--- src/rtl/octree_frame_ctrl_if.sv ---
`default_nettype none
// ============================================================================
//  Module      : octree_frame_ctrl_if
//  Description : Control/handshake bundle between the frame sequencer and the
//                AXI read/write engine, octant_core, bfs_core and output mux.
//  Revision    : 1.0  initial release
// ============================================================================
interface octree_frame_ctrl_if #(
    parameter int ADDR_W      = 32,
    parameter int FRAME_CNT_W = 16
);
    logic                   i_start;
    logic                   i_abort;
    logic                   i_continuous;
    logic [31:0]            i_point_cloud_size;
    logic                   i_read_TxnDone;
    logic                   i_write_TxnDone;
    logic                   i_finish_octree_core;
    logic                   i_need_new_points;
    logic                   i_finish_bfs_core;
    logic                   o_init_read_txn;
    logic [ADDR_W-1:0]      o_read_address;
    logic [31:0]            o_read_len;
    logic                   o_en_octant_core;
    logic                   o_en_bfs_core;
    logic                   o_select_mux;
    logic                   o_finish;
    logic                   o_busy;
    logic [1:0]             o_error;
    logic [2:0]             o_state;
    logic [FRAME_CNT_W-1:0] o_frame_count;

    // Sequencer side
    modport master (
        input  i_start, i_abort, i_continuous, i_point_cloud_size,
               i_read_TxnDone, i_write_TxnDone, i_finish_octree_core,
               i_need_new_points, i_finish_bfs_core,
        output o_init_read_txn, o_read_address, o_read_len, o_en_octant_core,
               o_en_bfs_core, o_select_mux, o_finish, o_busy, o_error,
               o_state, o_frame_count
    );

    // Surrounding system side
    modport slave (
        output i_start, i_abort, i_continuous, i_point_cloud_size,
               i_read_TxnDone, i_write_TxnDone, i_finish_octree_core,
               i_need_new_points, i_finish_bfs_core,
        input  o_init_read_txn, o_read_address, o_read_len, o_en_octant_core,
               o_en_bfs_core, o_select_mux, o_finish, o_busy, o_error,
               o_state, o_frame_count
    );
endinterface
`default_nettype wire

--- src/rtl/octree_frame_ctrl.sv ---
`default_nettype none
// ============================================================================
//  Module      : octree_frame_ctrl
//  Description : Frame sequencer: batched DDR point reads, octant_core run,
//                bfs_core write-back, watchdog, error codes, abort,
//                continuous mode and completed-frame counter.
//  Revision    : 1.0  initial release
// ============================================================================
module octree_frame_ctrl #(
    parameter int                ADDR_W           = 32,
    parameter logic [ADDR_W-1:0] DDR_BASE_ADDRESS = 'h0F00_0000,
    parameter int                POINT_BYTES_LOG2 = 3,
    parameter int                BATCH_POINTS     = 256,
    parameter int                TIMEOUT_CYCLES   = 1_000_000,
    parameter int                FRAME_CNT_W      = 16
) (
    input  wire logic           i_clk,
    input  wire logic           i_rst,
    octree_frame_ctrl_if.master bus
);

    typedef enum logic [2:0] {
        S_IDLE    = 3'd0,
        S_REQ     = 3'd1,
        S_READING = 3'd2,
        S_WORK    = 3'd3,
        S_WRITING = 3'd4,
        S_DONE    = 3'd5,
        S_ERROR   = 3'd6
    } state_t;

    localparam logic [31:0] c_BATCH      = 32'(BATCH_POINTS);
    localparam logic [31:0] c_WDOG_LIMIT = (TIMEOUT_CYCLES == 0) ? 32'd0 : 32'(TIMEOUT_CYCLES - 1);
    localparam logic [1:0]  c_ERR_NONE   = 2'd0;
    localparam logic [1:0]  c_ERR_TIMEOUT= 2'd1;
    localparam logic [1:0]  c_ERR_STARVE = 2'd2;
    localparam logic [1:0]  c_ERR_EMPTY  = 2'd3;

    state_t                 r_state,    w_state_next;
    logic [31:0]            r_size,     w_size_next;
    logic [31:0]            r_consumed, w_consumed_next;
    logic [31:0]            r_read_len, w_read_len_next;
    logic [ADDR_W-1:0]      r_read_addr, w_read_addr_next;
    logic                   r_init,     w_init_next;
    logic                   r_en_oct,   w_en_oct_next;
    logic                   r_en_bfs,   w_en_bfs_next;
    logic                   r_mux,      w_mux_next;
    logic                   r_finish,   w_finish_next;
    logic                   r_busy,     w_busy_next;
    logic [1:0]             r_error,    w_error_next;
    logic [FRAME_CNT_W-1:0] r_frame_cnt, w_frame_cnt_next;
    logic                   r_wr_seen,  w_wr_seen_next;
    logic                   r_bfs_seen, w_bfs_seen_next;
    logic [31:0]            r_wdog,     w_wdog_next;

    logic        w_timed;
    logic        w_wr_acc;
    logic        w_bfs_acc;
    logic [31:0] w_remaining;

    // Next-state and next-output computation for every registered signal
    always_comb begin
        w_state_next     = r_state;
        w_size_next      = r_size;
        w_consumed_next  = r_consumed;
        w_read_len_next  = r_read_len;
        w_read_addr_next = r_read_addr;
        w_init_next      = 1'b0;
        w_en_oct_next    = r_en_oct;
        w_en_bfs_next    = r_en_bfs;
        w_mux_next       = r_mux;
        w_finish_next    = 1'b0;
        w_error_next     = r_error;
        w_frame_cnt_next = r_frame_cnt;
        w_timed          = (r_state == S_READING) || (r_state == S_WORK) || (r_state == S_WRITING);
        w_wr_acc         = r_wr_seen  | bus.i_write_TxnDone;
        w_bfs_acc        = r_bfs_seen | bus.i_finish_bfs_core;
        w_remaining      = r_size - r_consumed;

        case (r_state)
            S_IDLE: begin
                w_en_oct_next = 1'b0;
                w_en_bfs_next = 1'b0;
                w_mux_next    = 1'b0;
                if (bus.i_start) begin
                    w_size_next     = bus.i_point_cloud_size;
                    w_consumed_next = 32'd0;
                    if (bus.i_point_cloud_size == 32'd0) begin
                        w_state_next = S_ERROR;
                        w_error_next = c_ERR_EMPTY;
                    end else begin
                        w_state_next = S_REQ;
                    end
                end
            end
            // A read-done pulse here belongs to no request of ours and is dropped
            S_REQ: w_state_next = S_READING;
            S_READING: begin
                if (bus.i_read_TxnDone) begin
                    w_consumed_next = r_consumed + r_read_len;
                    w_en_oct_next   = 1'b1;
                    w_state_next    = S_WORK;
                end
            end
            S_WORK: begin
                if (bus.i_finish_octree_core) begin
                    w_state_next  = S_WRITING;
                    w_en_oct_next = 1'b0;
                    w_en_bfs_next = 1'b1;
                    w_mux_next    = 1'b1;
                end else if (bus.i_need_new_points) begin
                    if (w_remaining != 32'd0) begin
                        w_state_next = S_REQ;
                    end else begin
                        w_state_next = S_ERROR;
                        w_error_next = c_ERR_STARVE;
                    end
                end
            end
            S_WRITING: begin
                if (w_wr_acc && w_bfs_acc) begin
                    w_state_next     = S_DONE;
                    w_en_bfs_next    = 1'b0;
                    w_mux_next       = 1'b0;
                    w_finish_next    = 1'b1;
                    w_frame_cnt_next = r_frame_cnt + 1'b1;
                end
            end
            S_DONE: begin
                w_size_next     = bus.i_point_cloud_size;
                w_consumed_next = 32'd0;
                if (bus.i_continuous && (bus.i_point_cloud_size != 32'd0)) begin
                    w_state_next = S_REQ;
                end else begin
                    w_state_next = S_IDLE;
                end
            end
            S_ERROR: begin
                if (bus.i_start) begin
                    w_state_next = S_IDLE;
                    w_error_next = c_ERR_NONE;
                end
            end
            default: w_state_next = S_IDLE;
        endcase

        // Watchdog fires only when the state made no progress this cycle
        if (w_timed && (TIMEOUT_CYCLES != 0) && (r_wdog == c_WDOG_LIMIT) && (w_state_next == r_state)) begin
            w_state_next = S_ERROR;
            w_error_next = c_ERR_TIMEOUT;
        end

        // Abort discards whatever the state logic decided this cycle
        if (bus.i_abort) begin
            w_state_next     = S_IDLE;
            w_error_next     = r_error;
            w_frame_cnt_next = r_frame_cnt;
            w_finish_next    = 1'b0;
        end

        if ((w_state_next == S_ERROR) || (w_state_next == S_IDLE)) begin
            w_en_oct_next = 1'b0;
            w_en_bfs_next = 1'b0;
            w_mux_next    = 1'b0;
        end

        // Batch parameters are loaded on entry to REQ so they are valid with the launch pulse
        if (w_state_next == S_REQ) begin
            w_init_next      = 1'b1;
            w_read_len_next  = ((w_size_next - w_consumed_next) > c_BATCH) ?
                               c_BATCH : (w_size_next - w_consumed_next);
            w_read_addr_next = DDR_BASE_ADDRESS +
                               ADDR_W'({32'd0, w_consumed_next} << POINT_BYTES_LOG2);
        end

        w_busy_next     = !((w_state_next == S_IDLE) || (w_state_next == S_ERROR));
        w_wr_seen_next  = (r_state == S_WRITING) && (w_state_next == S_WRITING) && w_wr_acc;
        w_bfs_seen_next = (r_state == S_WRITING) && (w_state_next == S_WRITING) && w_bfs_acc;
        w_wdog_next     = (!w_timed || (w_state_next != r_state)) ? 32'd0 : r_wdog + 32'd1;
    end

    // State and output registers
    always_ff @(posedge i_clk) begin
        if (i_rst) begin
            r_state     <= S_IDLE;
            r_size      <= 32'd0;
            r_consumed  <= 32'd0;
            r_read_len  <= 32'd0;
            r_read_addr <= DDR_BASE_ADDRESS;
            r_init      <= 1'b0;
            r_en_oct    <= 1'b0;
            r_en_bfs    <= 1'b0;
            r_mux       <= 1'b0;
            r_finish    <= 1'b0;
            r_busy      <= 1'b0;
            r_error     <= c_ERR_NONE;
            r_frame_cnt <= '0;
            r_wr_seen   <= 1'b0;
            r_bfs_seen  <= 1'b0;
            r_wdog      <= 32'd0;
        end else begin
            r_state     <= w_state_next;
            r_size      <= w_size_next;
            r_consumed  <= w_consumed_next;
            r_read_len  <= w_read_len_next;
            r_read_addr <= w_read_addr_next;
            r_init      <= w_init_next;
            r_en_oct    <= w_en_oct_next;
            r_en_bfs    <= w_en_bfs_next;
            r_mux       <= w_mux_next;
            r_finish    <= w_finish_next;
            r_busy      <= w_busy_next;
            r_error     <= w_error_next;
            r_frame_cnt <= w_frame_cnt_next;
            r_wr_seen   <= w_wr_seen_next;
            r_bfs_seen  <= w_bfs_seen_next;
            r_wdog      <= w_wdog_next;
        end
    end

    assign bus.o_init_read_txn  = r_init;
    assign bus.o_read_address   = r_read_addr;
    assign bus.o_read_len       = r_read_len;
    assign bus.o_en_octant_core = r_en_oct;
    assign bus.o_en_bfs_core    = r_en_bfs;
    assign bus.o_select_mux     = r_mux;
    assign bus.o_finish         = r_finish;
    assign bus.o_busy           = r_busy;
    assign bus.o_error          = r_error;
    assign bus.o_state          = r_state;
    assign bus.o_frame_count    = r_frame_cnt;

endmodule
`default_nettype wire

--- src/flat_wrapper.sv ---
// flat-port wrapper written by rule: the top's interface ports become plain ports
module octree_frame_ctrl_flat 
#(
    parameter int                ADDR_W           = 32,
    parameter logic [ADDR_W-1:0] DDR_BASE_ADDRESS = 'h0F00_0000,
    parameter int                POINT_BYTES_LOG2 = 3,
    parameter int                BATCH_POINTS     = 256,
    parameter int                TIMEOUT_CYCLES   = 1_000_000,
    parameter int                FRAME_CNT_W      = 16
)
  (i_clk, i_rst, bus_i_start, bus_i_abort, bus_i_continuous, bus_i_point_cloud_size, bus_i_read_TxnDone, bus_i_write_TxnDone, bus_i_finish_octree_core, bus_i_need_new_points, bus_i_finish_bfs_core, bus_o_init_read_txn, bus_o_read_address, bus_o_read_len, bus_o_en_octant_core, bus_o_en_bfs_core, bus_o_select_mux, bus_o_finish, bus_o_busy, bus_o_error, bus_o_state, bus_o_frame_count);
  octree_frame_ctrl_if #(.ADDR_W(ADDR_W), .FRAME_CNT_W(FRAME_CNT_W)) bus_i ();
  input  wire logic i_clk;
  input  wire logic i_rst;
  input wire logic [$bits(bus_i.i_start)-1:0] bus_i_start;
  input wire logic [$bits(bus_i.i_abort)-1:0] bus_i_abort;
  input wire logic [$bits(bus_i.i_continuous)-1:0] bus_i_continuous;
  input wire logic [$bits(bus_i.i_point_cloud_size)-1:0] bus_i_point_cloud_size;
  input wire logic [$bits(bus_i.i_read_TxnDone)-1:0] bus_i_read_TxnDone;
  input wire logic [$bits(bus_i.i_write_TxnDone)-1:0] bus_i_write_TxnDone;
  input wire logic [$bits(bus_i.i_finish_octree_core)-1:0] bus_i_finish_octree_core;
  input wire logic [$bits(bus_i.i_need_new_points)-1:0] bus_i_need_new_points;
  input wire logic [$bits(bus_i.i_finish_bfs_core)-1:0] bus_i_finish_bfs_core;
  output wire logic [$bits(bus_i.o_init_read_txn)-1:0] bus_o_init_read_txn;
  output wire logic [$bits(bus_i.o_read_address)-1:0] bus_o_read_address;
  output wire logic [$bits(bus_i.o_read_len)-1:0] bus_o_read_len;
  output wire logic [$bits(bus_i.o_en_octant_core)-1:0] bus_o_en_octant_core;
  output wire logic [$bits(bus_i.o_en_bfs_core)-1:0] bus_o_en_bfs_core;
  output wire logic [$bits(bus_i.o_select_mux)-1:0] bus_o_select_mux;
  output wire logic [$bits(bus_i.o_finish)-1:0] bus_o_finish;
  output wire logic [$bits(bus_i.o_busy)-1:0] bus_o_busy;
  output wire logic [$bits(bus_i.o_error)-1:0] bus_o_error;
  output wire logic [$bits(bus_i.o_state)-1:0] bus_o_state;
  output wire logic [$bits(bus_i.o_frame_count)-1:0] bus_o_frame_count;
  assign bus_i.i_start = bus_i_start;
  assign bus_i.i_abort = bus_i_abort;
  assign bus_i.i_continuous = bus_i_continuous;
  assign bus_i.i_point_cloud_size = bus_i_point_cloud_size;
  assign bus_i.i_read_TxnDone = bus_i_read_TxnDone;
  assign bus_i.i_write_TxnDone = bus_i_write_TxnDone;
  assign bus_i.i_finish_octree_core = bus_i_finish_octree_core;
  assign bus_i.i_need_new_points = bus_i_need_new_points;
  assign bus_i.i_finish_bfs_core = bus_i_finish_bfs_core;
  assign bus_o_init_read_txn = bus_i.o_init_read_txn;
  assign bus_o_read_address = bus_i.o_read_address;
  assign bus_o_read_len = bus_i.o_read_len;
  assign bus_o_en_octant_core = bus_i.o_en_octant_core;
  assign bus_o_en_bfs_core = bus_i.o_en_bfs_core;
  assign bus_o_select_mux = bus_i.o_select_mux;
  assign bus_o_finish = bus_i.o_finish;
  assign bus_o_busy = bus_i.o_busy;
  assign bus_o_error = bus_i.o_error;
  assign bus_o_state = bus_i.o_state;
  assign bus_o_frame_count = bus_i.o_frame_count;
  octree_frame_ctrl #(.ADDR_W(ADDR_W), .DDR_BASE_ADDRESS(DDR_BASE_ADDRESS), .POINT_BYTES_LOG2(POINT_BYTES_LOG2), .BATCH_POINTS(BATCH_POINTS), .TIMEOUT_CYCLES(TIMEOUT_CYCLES), .FRAME_CNT_W(FRAME_CNT_W)) u_core (.i_clk(i_clk), .i_rst(i_rst), .bus(bus_i));
endmodule
--- config.mk ---
export PLATFORM = sky130hd
export DESIGN_NAME = octree_frame_ctrl_flat
export DESIGN_NICKNAME = d
export VERILOG_FILES = /design/src/rtl/octree_frame_ctrl_if.sv /design/src/rtl/octree_frame_ctrl.sv /design/src/flat_wrapper.sv
export SDC_FILE = /design/constraint.sdc
export NUM_CORES = 1
export LEC_CHECK = 0
export BUFFER_PORTS_ARGS = -buffer_cell sky130_fd_sc_hd__buf_2
export CORE_MARGIN = 1
export CORE_UTILIZATION = 41
export CTS_CLUSTER_SIZE = 8
export DETAILED_ROUTE_END_ITERATION = 10
export SETUP_SLACK_MARGIN = 0.2
export SKIP_LAST_GASP = 1
export SLEW_MARGIN = 10
export SYNTH_ARGS = -nofsm -noshare
export SYNTH_HDL_FRONTEND = slang
export SYNTH_SLANG_ARGS = --single-unit
--- constraint.sdc ---
create_clock -name i_clk -period 6.35 [get_ports i_clk]
set_input_delay 0.3175 -clock i_clk [delete_from_list [all_inputs] [get_ports i_clk]]
set_output_delay 0.3175 -clock i_clk [all_outputs]
set_load 0.01 [all_outputs]
# --- Yosys cells after proc, flatten, opt, wreduce, memory -nomap -nowiden ---
# Index checks and enable logic that the tools add are counted.
op_classes:
  n_addsub: 6
  order_cmp: 1
  eq_ne: 21
  mux: 34
  n_bitwise: 4
  reduce_logical: 28
op_table:
  columns: ["op", "n"]
  rows:
  - ["32-bit two-way mux", 4]
  - ["32-bit one-hot mux with 3 select lines", 1]
  - ["32-bit one-hot mux with 2 select lines", 1]
  - ["32-bit nonzero test", 2]
  - ["32-bit subtractor", 2]
  - ["28-bit by 32-bit adder with 32-bit output (first input constant)", 1]
  - ["32-bit by 1-bit adder with 32-bit output (second input constant)", 1]
  - ["32-bit adder", 1]
  - ["32-bit by 20-bit == test with 1-bit output (second input constant)", 1]
  - ["32-bit by 9-bit > comparator with 1-bit output (second input constant)", 1]
  - ["32-bit logical NOT", 1]
  - ["3-bit two-way mux", 10]
  - ["3-bit one-hot mux with 7 select lines", 1]
  - ["16-bit by 1-bit adder with 16-bit output (second input constant)", 1]
  - ["3-bit == test (second input constant)", 5]
  - ["2-bit two-way mux", 7]
  - ["3-bit != test (second input constant)", 3]
  - ["3-bit AND reduction", 3]
  - ["8-bit AND reduction", 1]
  - ["1-bit logical AND", 7]
  - ["1-bit two-way mux", 7]
  - ["3-bit by 1-bit == test with 1-bit output (second input constant)", 2]
  - ["3-bit by 2-bit == test with 1-bit output (second input constant)", 2]
  - ["3-bit logical NOT", 2]
  - ["other kinds (15)", 27]
totals:
  ff_bits: 188
  inputBits: 42

# --- Depth between registers and ports, before layout ---
# Gate-level depths: netlist of run 1.
depth:
  word_depth: 13
  mapped_depth: 27
  mapped_depth_nobuf: 26

# --- Worst setup path before layout of run 1 ---
# Ideal clock, no wire load.
synth_path:
  kind: "reg2reg"
  startpoint: "reg u_core.r_read_len[6], in the netlist u_core.bus.o_read_len[6]"
  endpoint: "reg u_core.r_read_len[0], in the netlist u_core.bus.o_read_len[0]"
  t_arrival_ns: 5.370
  required_ns: 6.289
  slack_ns: 0.918
  stages_incl_launch_ff: 25
  n_path_buf: 0
  synth_period_minus_slack_ns: 5.432
  cell_sequence: "dfxtp_1 -> ha_1 -> a211o_1 -> or2_2 -> o21a_1 -> a21oi_1 -> o21bai_1 -> a21oi_1 -> o21bai_1 -> a21oi_1 -> xnor2_1 -> a22oi_1 -> ha_1 -> a21oi_1 -> o21ai_0 -> a221oi_1 -> o21ai_0 -> nor2_1 -> o21ai_0 -> a2111oi_0 -> nand4_1 -> nor3_1 -> nand2b_1 -> mux2i_1 -> a32o_1"
synth_via:
  elab_chain_len: 6
synth_rtl:
  columns: ["item", "line", "text"]
  rows:
  - ["start, declared", "octree_frame_ctrl.sv:42", "logic [31:0] r_read_len, w_read_len_next;"]
  - ["start signal, assigned", "octree_frame_ctrl.sv:205", "r_read_len <= w_read_len_next;"]
  - ["32-bit adder", "octree_frame_ctrl.sv:100", "w_consumed_next = r_consumed + r_read_len;"]
  - ["32-bit two-way mux", "octree_frame_ctrl.sv:99", "if (bus.i_read_TxnDone) begin"]
  - ["32-bit one-hot mux with 3 select lines", "octree_frame_ctrl.sv:80", "case (r_state)"]
  - ["32-bit subtractor", "octree_frame_ctrl.sv:170", "w_read_len_next = ((w_size_next - w_consumed_next) > c_BATCH) ?"]
  - ["32-bit by 9-bit > comparator with 1-bit output", "octree_frame_ctrl.sv:170", null]
  - ["32-bit two-way mux", "octree_frame_ctrl.sv:170", null]
# No other way between the ends.
# A chain may end at the register's enable or synchronous reset.

# --- Worst setup path in the final report of run 1 ---
layout_path:
  startpoint: "reg u_core.r_read_len[6], in the netlist u_core.bus.o_read_len[6]"
  endpoint: "reg u_core.r_read_len[6], in the netlist u_core.bus.o_read_len[6]"
layout_via:
  elab_chain_len: 6
layout_rtl:
  columns: ["item", "line"]
  rows:
  - ["32-bit adder *", "octree_frame_ctrl.sv:100"]
  - ["32-bit two-way mux *", "octree_frame_ctrl.sv:99"]
  - ["32-bit one-hot mux with 3 select lines *", "octree_frame_ctrl.sv:80"]
  - ["32-bit subtractor *", "octree_frame_ctrl.sv:170, octree_frame_ctrl.sv:171"]
  - ["32-bit by 9-bit > comparator with 1-bit output", "octree_frame_ctrl.sv:170"]
  - ["32-bit two-way mux *", "octree_frame_ctrl.sv:170"]
# Mark *: on every way between the ends. The rest lies on a longest branch, timed or not.

==> key figures, run 1 <==
Synth
  – Synth cell types: 94
  – Top post-synthesis cells by area: dfxtp_1, ha_1, nor2_1
  – XOR/XNOR Fraction of Synth Area: between 4 and 5%
  – Sequential element share of the synthesized area: 27.2%
  – Mux cell area share after synthesis: about 1.9%
  – YS warnings: 0
  – Compound-Gate Fraction of Synth Area: 23.8%
  – Most frequent cells after synthesis: nor2_1, nand2_1, dfxtp_1
  – Async SR Flop Fraction: 0%
  – Post-Syn Area per Cell: 7.55 µm²
  – Post-Synth Simple-Gate Area: 27.3%
  – Post-synth top area cell: dfxtp_1
  – Post-synth EDFFs: 0
  – Cells after Synth: 1806
  – Synth top area share: 27.2%
  – Synth Area in Adders: 9.11%
  – Largest family of logic cells by synthesized area: simple AND/OR/NAND/NOR gates
  – Post-Syn Area: between 0.01 and 0.015 mm²
  – #FFs+latches synth: 185
  – Top_reg_cell synth: dfxtp_1
  – Most common cell in the synthesized netlist: nor2_1

Drt
  – Met3 wire len: between 2000 and 3000 µm
  – Metal-1 WL: around 22000 µm
  – Residual DRC: 0
  – Wire length on met2: 20000 µm
  – Drt initial violations: 1396
  – Routed via count: between 10000 and 15000
  – Post-Route WL: around 46000 µm
  – Post-DR vias/cell: 5.94
  – Routed Antenna Nets: 0
  – Avg WL per Cell: about 20 µm
  – DRT Pass-1 Iters: 5
  – Uppermost routed layer: met4

CTS
  – Clock transition at path regs: 0.07 ns
  – Clk_lat worst skew: 0.46 ns
  – H-Tree Level Count: 4
  – Longest Clk Path Bufs: 2
  – TritonCTS Sinks: about 190
  – Post-CTS Hold Buffers: 0
  – TritonCTS Buffers: 17
  – CTS Root Cell: clkbuf_16
  – CTS tree: done

STA
  – Final setup violating endpoints: 0
  – Max frequency: between 0.15 and 0.2 GHz
  – Final period utilization: 91.7%
  – RSZ-0062 raised after global routing: no
  – Final clock skew: around 0.018 ns
  – Slew Limit Headroom: approximately 30%
  – Final min period: 5.82 ns
  – Fin. Hold Viols: 0
  – Slew @ Worst Pin: 1.05 ns
  – Final WS setup: 0.529 ns
  – Max Slew Vio Count: 0
  – Setup TNS: 0 ns

Place
  – Final GP Congestion: 0.998
  – Dpl ws: about 0.019 ns
  – PortBufs: 129
  – Post-detail-place hpwl: 35400 µm

Power
  – Switching Fraction: between 30% and 40%
  – Switching power: 0.00103 W
  – IR Drop Worst-Case VDD: between 0.0002 and 0.00025 V
  – Total power: 0.00315 W
  – Sequential power share: 38.1%
  – Combinational Power Share: 25.6%
  – Part of the power in the clock network: 36.3%
  – Leakage: 6.49 nW
  – Pint: 0.00212 W
  – Cell Pwr Density: 206 mW/mm²

Hold path
  – HP Class: primary input to flip-flop

Cells and area
  – Fill cells: 3277
  – Area grow syn2layout: 12.4%
  – Inserted Diodes: 0
  – Share of layout cells above drive strength 1: 13.6%
  – Fin nets: 2025

Global route
  – Total grt overflow: 0
  – GRT Total Usage: 26.9%
  – Vias in the first global route: between 10000 and 15000
  – First-pass GRT wire length: 70700 µm
  – Pin count of the biggest net entering global routing: 79
  – Initial antenna violation count: 0

Critical path
  – WP data required: 6.74 ns
  – Startpoint types: flip-flop
  – Reg2Reg Setup Slack: between 0.5 and 0.6 ns
  – Crit end category: flip-flop
  – Setup CP Type: flip-flop to flip-flop
  – Peak fanout along the critical path: 9
  – Crit path DAT: between 6 and 7 ns

Outcome
  – Status: finished clean

Floorplanning
  – IO Count: 133
  – Die Y: between 150 and 200 µm
  – Row cnt: 66
  – Die X: 184 µm
  – CORE AREA: about 0.033 mm²
  – Die area: about 0.034 mm²
  – Initial core utilization: 41.8%

Flow run
  – Max-Cap Viols: 0
[logic make-up after synthesis]
| kind of cell | Yosys count |
|---|---|
| flip-flops | 185 |
| AO/OA/AOI/OAI | 478 |
| XOR/XNOR | 77 |
| adder cells (fa/ha/maj) | 98 |
| AND/OR/NAND/NOR | 760 |
| other | 1 |
| multiplexers | 25 |
| buffers and inverters | 182 |
[power groups by stage]
stage	combinational, W	sequential (W)	clock, W
detailed placement	0.000773	0.00123	0
CTS	0.000777	0.00120	0.00116
finish	0.000807	0.00120	0.00114
floorplan	0.000563	0.00123	0
global route	0.000876	0.00120	0.00120
global placement	0.000782	0.00123	0
[flip-flops by register name (all words and copies together), names as in the netlist]
name                         cells
u_core.bus.o_error               2
u_core.r_bfs_seen                1
u_core.bus.o_en_bfs_core         1
u_core.bus.o_en_octant_core      1
u_core.bus.o_state               3
u_core.bus.o_busy                1
u_core.r_size                   32
u_core.bus.o_init_read_txn       1
u_core.r_wdog                   32
u_core.bus.o_frame_count        16
u_core.bus.o_read_len           32
u_core.bus.o_read_address       29
u_core.r_wr_seen                 1
u_core.r_consumed               32
u_core.bus.o_finish              1
[stage by stage]
| stage | std cells | cell area (µm²) | hold slack, ns | util, % |
|---|---|---|---|---|
| 4_1_cts | 2331 | 15200 | 0.0896 | 46.5 |
| 2_1_floorplan | 1808 | 13600 | 0.449 | - |
| 6_report | 2338 | 15300 | 0.107 | 46.9 |
| 3_3_place_gp | 2301 | 14500 | 0.459 | 44.6 |
| 3_5_place_dp | 2301 | 14500 | 0.469 | 44.6 |
| 5_1_grt | 2338 | 15300 | 0.102 | 46.9 |
[worst max-delay path, cell delays in order, from the launching register on]
cell and delay [ns]:
dfxtp_1 0.33, ha_1 0.36, a211o_1 0.36, or2_2 0.28, o21a_1 0.25, a2111oi_4 0.40
buf_4 0.19, o21bai_1 0.07, a21oi_1 0.23, xnor2_1 0.12, a22oi_2 0.29, ha_1 0.37
inv_1 0.16, nor3_1 0.09, nor4_2 0.34, nand4_1 0.13, nor4_1 0.31, nand4b_1 0.14
nor4_1 0.34, nand4_1 0.14, nor3_1 0.22, nand2b_1 0.08, mux2i_1 0.15, buf_4 0.23
a32o_1 0.19
[path summary, 6_finish.rpt]
check | from | to | depth (start not counted)
setup reg to reg | u_core.bus.o_read_len[6] | u_core.bus.o_read_len[6] | 24
setup / recovery | u_core.bus.o_read_len[6] | u_core.bus.o_read_len[6] | 24
hold reg to reg | u_core.bus.o_read_address[31] | u_core.bus.o_read_address[31] | 2
hold / removal | bus_i_finish_bfs_core | u_core.r_bfs_seen | 3
[per-layer routing]
layer  track usage, %  up-vias
met1             38.5     6560
met5                0        -
li1                 -     6752
met4             8.33        0
met3             4.27       72
met2             40.7      505
[area by class of cell]
cell class | count | area (µm²) | area share, %
tap | 442 | 553 | 3.61
timing repair buffer | 155 | 843 | 5.51
clock buffer | 18 | 439 | 2.87
clock inverter | 12 | 164 | 1.07
multi-input combinational | 1441 | 9290 | 60.7
inverter | 85 | 319 | 2.08
sequential | 185 | 3700 | 24.2
[placed cells by master, fill, tap and decap left out, types with 28 or more instances in the layout]
cell / synthesis / routed
nor2_1: 215 / 213
nand2_1: 187 / 187
dfxtp_1: 185 / 185
buf_2: 12 / 128
a21oi_1: 129 / 125
ha_1: 96 / 94
inv_1: 85 / 85
o21ai_0: 78 / 78
nand4_1: 63 / 63
xnor2_1: 49 / 49
nor3_1: 47 / 47
nand3_1: 45 / 45
a211oi_1: 36 / 36
and2_1: 32 / 32
xor2_1: 28 / 28
[repair_timing]
action,4_1_cts,5_1_grt
setup buffers,0,7
resized for setup,2,21
endpoints found under the setup margin,9,9
pin swaps,0,3
Note: power is estimated with default switching activity, not from simulation.
==> run 2, diff against run 1 <==
--- a/config.mk
+++ b/config.mk
@@ -6,6 +6,7 @@
 export NUM_CORES = 1
 export LEC_CHECK = 0
 export BUFFER_PORTS_ARGS = -buffer_cell sky130_fd_sc_hd__buf_2
+export CORE_ASPECT_RATIO = 1.25
 export CORE_MARGIN = 1
 export CORE_UTILIZATION = 41
 export CTS_CLUSTER_SIZE = 8
==> key figures, run 2 (synthesized netlist as in run 1, its figures left out) <==
Hold path
  – Hold Crit Start: bus_i_write_TxnDone (was bus_i_finish_bfs_core)
  – Min-Delay Endpoint: u_core.r_wr_seen (was u_core.r_bfs_seen)
  – HP Class: primary input to flip-flop (unchanged)
  – Hold depth: 3 (unchanged)

Critical path
  – FF-to-FF Start: u_core.bus.o_read_len[0] (was u_core.bus.o_read_len[6])
  – Startpoint types: flip-flop (unchanged)
  – Crit path DAT: 6.22 ns (was 6.21 ns)
  – Crit path buf inv count: 2 (was 3)
  – Reg2Reg Setup Slack: 0.47 ns (was 0.53 ns)
  – Crit end category: flip-flop (unchanged)
  – Crit-path slowest cell: o41a_1 (was a2111oi_4)
  – Reg-to-Reg End: u_core.bus.o_read_len[2] (was u_core.bus.o_read_len[6])
  – WP depth: 27 (was 24)
  – Crit path max-delay family: compound AO/OA/AOI/OAI gates (was simple AND/OR/NAND/NOR gates)
  – WP data required: 6.69 ns (was 6.74 ns)
  – Worst path max stage delay: 0.38 ns (was 0.40 ns)
  – Peak fanout along the critical path: 9 (unchanged)
  – R2R depth: 27 (was 24)
  – Setup CP Type: flip-flop to flip-flop (unchanged)

CTS
  – CTS Root Cell: clkbuf_16 (unchanged)
  – TritonCTS Sinks: 185 (unchanged)
  – Clock transition at path regs: 0.07 ns (about the same)
  – TritonCTS Buffers: 17 (unchanged)
  – H-Tree Level Count: 4 (unchanged)
  – Clk_lat worst skew: 0.46 ns (about the same)
  – Longest Clk Path Bufs: 2 (unchanged)
  – CTS tree: done (unchanged)
  – Post-CTS Hold Buffers: 0 (unchanged)

Floorplanning
  – Initial core utilization: 41.7% (was 41.8%)
  – CORE AREA: 0.0327 mm² (was 0.0326 mm²)
  – Die area: 0.0340 mm² (about the same)
  – IO Count: 133 (unchanged)
  – Die X: 165 µm (was 184 µm)
  – Row cnt: 74 (was 66)
  – Die Y: 206 µm (was 184 µm)

STA
  – Fin. Hold Viols: 0 (unchanged)
  – Max frequency: 0.170 GHz (was 0.172 GHz)
  – Final min period: 5.88 ns (was 5.82 ns)
  – Final clock skew: 0.0173 ns (was 0.0183 ns)
  – Setup TNS: 0 ns (unchanged)
  – Final WS setup: 0.474 ns (was 0.529 ns)
  – Final period utilization: 92.5% (was 91.7%)
  – Final setup violating endpoints: 0 (unchanged)
  – Slew @ Worst Pin: 1.32 ns (was 1.05 ns)
  – RSZ-0062 raised after global routing: no (unchanged)
  – Max Slew Vio Count: 0 (unchanged)
  – Slew Limit Headroom: 11.9% (was 29.2%)
  – Hold WS: 0.105 ns (was 0.107 ns)

Place
  – Dpl ws: 0.263 ns (was 0.0189 ns)
  – PortBufs: 129 (unchanged)
  – Final GP Congestion: 0.990 (was 0.998)
  – Post-detail-place hpwl: 35800 µm (was 35400 µm)

Cells and area
  – Share of layout cells above drive strength 1: 13.5% (was 13.6%)
  – Most frequent cells in the layout: nor2_1, nand2_1, dfxtp_1 (unchanged)
  – Area grow syn2layout: 11.9% (was 12.4%)
  – Fill cells: 3350 (was 3277)
  – Inserted Diodes: 0 (unchanged)
  – Fin nets: 2022 (was 2025)
  – Commonest non-fill, non-tap cell in the layout: nor2_1 (unchanged)

Drt
  – Avg WL per Cell: 19.9 µm (was 19.8 µm)
  – Residual DRC: 0 (unchanged)
  – Post-DR vias/cell: 5.97 (was 5.94)
  – Post-Route WL: 46000 µm (was 46200 µm)
  – DRT Pass-1 Iters: 8 (was 5)
  – Drt initial violations: 1144 (was 1396)
  – Routed via count: 13800 (was 13900)
  – Routed Antenna Nets: 0 (unchanged)

Power
  – Switching Fraction: 32.8% (was 32.9%)
  – Leakage: 6.46 nW (was 6.49 nW)
  – Cell Pwr Density: 202 mW/mm² (was 206 mW/mm²)
  – IR Drop Worst-Case VDD: 0.000141 V (was 0.000200 V)
  – Pint: 0.00207 W (was 0.00212 W)
  – Switching power: 0.00101 W (was 0.00103 W)
  – Part of the power in the clock network: 34.4% (was 36.3%)
  – Sequential power share: 39.0% (was 38.1%)
  – Combinational Power Share: 26.6% (was 25.6%)

Global route
  – Total grt overflow: 0 (unchanged)
  – Vias in the first global route: 12400 (was 12500)
  – First-pass GRT wire length: 70100 µm (was 70700 µm)
  – Initial antenna violation count: 0 (unchanged)
  – Pin count of the biggest net entering global routing: 73 (was 79)
  – GRT Total Usage: 26.9% (about the same)

Outcome
  – Status: finished clean (unchanged)

Flow run
  – Max-Cap Viols: 0 (unchanged)
## run 2: cell types whose count changed in the layout (fill, tap and decap cells not counted), sizes merged
cell      before  now
bufinv         3    1
buf          155  152
clkinv         2    4
clkbuf        18   21
inv           90   87
clkinvlp       2    1
## run 2: power by group through the flow
stage	logic, W	clock network [W]	registers (W)
after floorplan	0.000563	0	0.00123
after detailed placement	0.000782	0	0.00123
final	0.000817	0.00106	0.00120
after global routing	0.000882	0.00112	0.00120
after global placement	0.000786	0	0.00123
after CTS	0.000787	0.00108	0.00120
## run 2: how the worst max path moves through the flow
stage	to	startpoint	slack (ns)
6_report	u_core.bus.o_read_len[2]	u_core.bus.o_read_len[0]	0.47
2_1_floorplan	u_core.bus.o_read_len[0]	u_core.bus.o_read_len[6]	0.92
3_5_place_dp	u_core.bus.o_read_len[8]	u_core.bus.o_read_len[6]	0.26
3_3_place_gp	u_core.bus.o_read_len[8]	u_core.bus.o_read_len[6]	0.37
5_1_grt	u_core.bus.o_read_len[4]	u_core.bus.o_read_len[0]	0.14
4_1_cts	u_core.bus.o_read_len[8]	u_core.bus.o_read_len[6]	0.20
## run 2: through the flow
step | utilization (%) | instances | cell area, µm² | power, W
floorplan | - | 1808 | 13600 | 0.00179
global placement | 44.5 | 2279 | 14600 | 0.00201
detailed placement | 44.5 | 2279 | 14600 | 0.00201
CTS | 46.3 | 2308 | 15100 | 0.00307
global route | 46.6 | 2310 | 15200 | 0.00321
finish | 46.6 | 2310 | 15200 | 0.00307
## run 2: layer usage
metal	vias to the layer above	part of all wire [%]	GRT usage [%]
li1	6708	-	-
met1	6569	45	36.9
met2	455	46	42.2
met3	68	5.3	3.16
met4	0	3.4	11.1
met5	-	0	0
## run 2: final cells by class
cell class | instances | area (µm²) | share of cell area [%]
Sequential cell | 185 | 3700 | 24.3
Inverter | 85 | 319 | 2.09
Tap cell | 418 | 523 | 3.43
Timing Repair Buffer | 152 | 833 | 5.47
Clock inverter | 8 | 88.8 | 0.583
Multi-Input combinational cell | 1441 | 9300 | 61.0
Clock buffer | 21 | 480 | 3.15
## run 2: what timing repair did
item | CTS | global route
setup buffers | 0 | 2
hold endpoints to repair | 0 | 0
gates resized for setup | 0 | 26
setup endpoints to repair | 0 | 9
## run 2: tightest hold or removal path, cell delays in order
cell    delay, ns
buf_2        0.09
nor2_1       0.04
nor2_1       0.08
==> run 3, diff against run 2 <==
--- a/config.mk
+++ b/config.mk
@@ -5,7 +5,7 @@
 export SDC_FILE = /design/constraint.sdc
 export NUM_CORES = 1
 export LEC_CHECK = 0
-export BUFFER_PORTS_ARGS = -buffer_cell sky130_fd_sc_hd__buf_2
+export BUFFER_PORTS_ARGS = -buffer_cell sky130_fd_sc_hd__buf_4
 export CORE_ASPECT_RATIO = 1.25
 export CORE_MARGIN = 1
 export CORE_UTILIZATION = 41
==> key figures, run 3 (synthesized netlist as in run 1, its figures left out) <==
Critical path
  – Peak fanout along the critical path: 9 (unchanged)
  – Crit end category: flip-flop (unchanged)
  – Startpoint types: flip-flop (unchanged)
  – Setup CP Type: flip-flop to flip-flop (unchanged)
  – WP data required: 6.66 ns (was 6.69 ns)
  – Crit path DAT: 6.16 ns (was 6.22 ns)

Place
  – Final GP Congestion: 0.965 (was 0.990)
  – Dpl ws: 0.359 ns (was 0.263 ns)
  – Post-detail-place hpwl: 36300 µm (was 35800 µm)
  – PortBufs: 129 (unchanged)

Drt
  – Routed Antenna Nets: 0 (unchanged)
  – Avg WL per Cell: 20.3 µm (was 19.9 µm)
  – Routed via count: 13800 (about the same)
  – DRT Pass-1 Iters: 5 (was 8)
  – Drt initial violations: 1103 (was 1144)
  – Post-DR vias/cell: 5.99 (was 5.97)
  – Residual DRC: 0 (unchanged)
  – Post-Route WL: 46900 µm (was 46000 µm)

CTS
  – TritonCTS Sinks: 185 (unchanged)
  – TritonCTS Buffers: 17 (unchanged)
  – CTS tree: done (unchanged)
  – Post-CTS Hold Buffers: 0 (unchanged)
  – Clock transition at path regs: 0.08 ns (was 0.07 ns)
  – CTS Root Cell: clkbuf_16 (unchanged)
  – H-Tree Level Count: 4 (unchanged)
  – Longest Clk Path Bufs: 2 (unchanged)
  – Clk_lat worst skew: 0.46 ns (about the same)

Floorplanning
  – Die Y: 206 µm (unchanged)
  – Row cnt: 74 (unchanged)
  – Initial core utilization: 41.7% (unchanged)
  – IO Count: 133 (unchanged)
  – Die X: 165 µm (unchanged)
  – CORE AREA: 0.0327 mm² (unchanged)
  – Die area: 0.0340 mm² (unchanged)

STA
  – Slew @ Worst Pin: 1.18 ns (was 1.32 ns)
  – Slew Limit Headroom: 20.3% (was 11.9%)
  – RSZ-0062 raised after global routing: no (unchanged)
  – Final period utilization: 92.1% (was 92.5%)
  – Max Slew Vio Count: 0 (unchanged)
  – Setup TNS: 0 ns (unchanged)
  – Final WS setup: 0.501 ns (was 0.474 ns)
  – Final setup violating endpoints: 0 (unchanged)
  – Max frequency: 0.171 GHz (was 0.170 GHz)
  – Final min period: 5.85 ns (was 5.88 ns)
  – Fin. Hold Viols: 0 (unchanged)
  – Final clock skew: 0.0126 ns (was 0.0173 ns)

Flow run
  – Max-Cap Viols: 0 (unchanged)

Cells and area
  – Inserted Diodes: 0 (unchanged)
  – Fin nets: 2021 (was 2022)
  – Share of layout cells above drive strength 1: 13.4% (was 13.5%)
  – Fin util: 47.7% (was 46.6%)
  – Area grow syn2layout: 14.4% (was 11.9%)
  – Fill cells: 3320 (was 3350)
  – Commonest non-fill, non-tap cell in the layout: nor2_1 (unchanged)
  – Most frequent cells in the layout: nor2_1, nand2_1, dfxtp_1 (unchanged)

Global route
  – GRT Total Usage: 27.5% (was 26.9%)
  – Pin count of the biggest net entering global routing: 71 (was 73)
  – Total grt overflow: 0 (unchanged)
  – Initial antenna violation count: 0 (unchanged)
  – First-pass GRT wire length: 71400 µm (was 70100 µm)
  – Vias in the first global route: 12600 (was 12400)

Power
  – Cell Pwr Density: 202 mW/mm² (about the same)
  – IR Drop Worst-Case VDD: 0.000176 V (was 0.000141 V)
  – Leakage: 6.50 nW (was 6.46 nW)

Outcome
  – Status: finished clean (unchanged)

Hold path
  – HP Class: primary input to flip-flop (unchanged)
## run 3: cell count changes in the layout (fill, tap and decap cells not counted), moves of 2 or more
cell and delta:
inv_6 +4, nor3_2 -2, buf_4 +128, nor3_1 +2, buf_2 -128, clkbuf_8 -4, clkbuf_1 +2
## run 3: path summary, 6_finish.rpt
| path | to | depth (start not counted) | slack, ns | from |
|---|---|---|---|---|
| max | u_core.bus.o_read_len[8] | 25 | 0.50 | u_core.bus.o_read_len[0] |
| min | u_core.r_wr_seen | 3 | 0.11 | bus_i_write_TxnDone |
| max reg2reg | u_core.bus.o_read_len[8] | 25 | 0.50 | u_core.bus.o_read_len[0] |
| min reg2reg | u_core.bus.o_read_address[31] | 2 | 0.48 | u_core.bus.o_read_address[31] |
## run 3: metrics by stage
stage               instance area (µm²)  total power [W]  hold WS (ns)  instances
CTS                               15400          0.00314        0.0916       2308
global placement                  14800          0.00203         0.461       2276
detailed placement                14800          0.00203         0.464       2276
finish                            15600          0.00315         0.106       2312
global route                      15600          0.00328         0.138       2312
floorplan                         13600          0.00179         0.449       1808
## run 3: per-layer routing
metal / track usage [%] / routed length [µm] / vias to the layer above
met1: 37.2 / 21200 / 6605
met4: 10.7 / 1620 / 0
li1: - / - / 6726
met2: 43.7 / 21600 / 433
met3: 3.69 / 2460 / 78
met5: 0 / 0 / -
## run 3: cell type report
| type | instances | area (µm²) | share of cell area [%] |
|---|---|---|---|
| multi-input cells | 1441 | 9310 | 59.7 |
| inverters | 85 | 319 | 2.05 |
| clock buffers | 19 | 433 | 2.78 |
| clock inverters | 13 | 163 | 1.04 |
| repair buffers | 151 | 1130 | 7.27 |
| well taps | 418 | 523 | 3.36 |
| flip-flops and latches | 185 | 3700 | 23.8 |
## run 3: timing repair
| action | in CTS | in global routing |
|---|---|---|
| buffers inserted | 0 | 4 |
| gates resized for setup | 0 | 25 |
| endpoints found under the setup margin | 0 | 9 |
| hold endpoints to repair | 0 | 0 |
## run 3: worst max-delay path, cell delays in order (launching register included)
cell       delay (ns)
dfxtp_1          0.37
ha_1             0.21
inv_1            0.06
fa_1             0.37
nor2b_1          0.19
o31a_1           0.23
o21ba_2          0.20
o211ai_1         0.18
buf_4            0.19
a31o_2           0.28
a211oi_1         0.29
o21a_1           0.21
o21a_1           0.13
o21ai_0          0.10
a21o_1           0.20
a32oi_1          0.42
ha_1             0.37
nor3b_1          0.19
a22o_1           0.18
a2111oi_0        0.40
nand4_1          0.14
nor3_1           0.24
nand2b_1         0.08
mux2i_1          0.14
buf_4            0.22
a211oi_1         0.09
## run 3: power by group
group	leakage (nW)	switching (W)	total, W	internal (W)
Clock	0.292	0.000521	0.00111	0.000594
Combinational	4.71	0.000522	0.000834	0.000311
Sequential	1.50	0.0000149	0.00120	0.00118
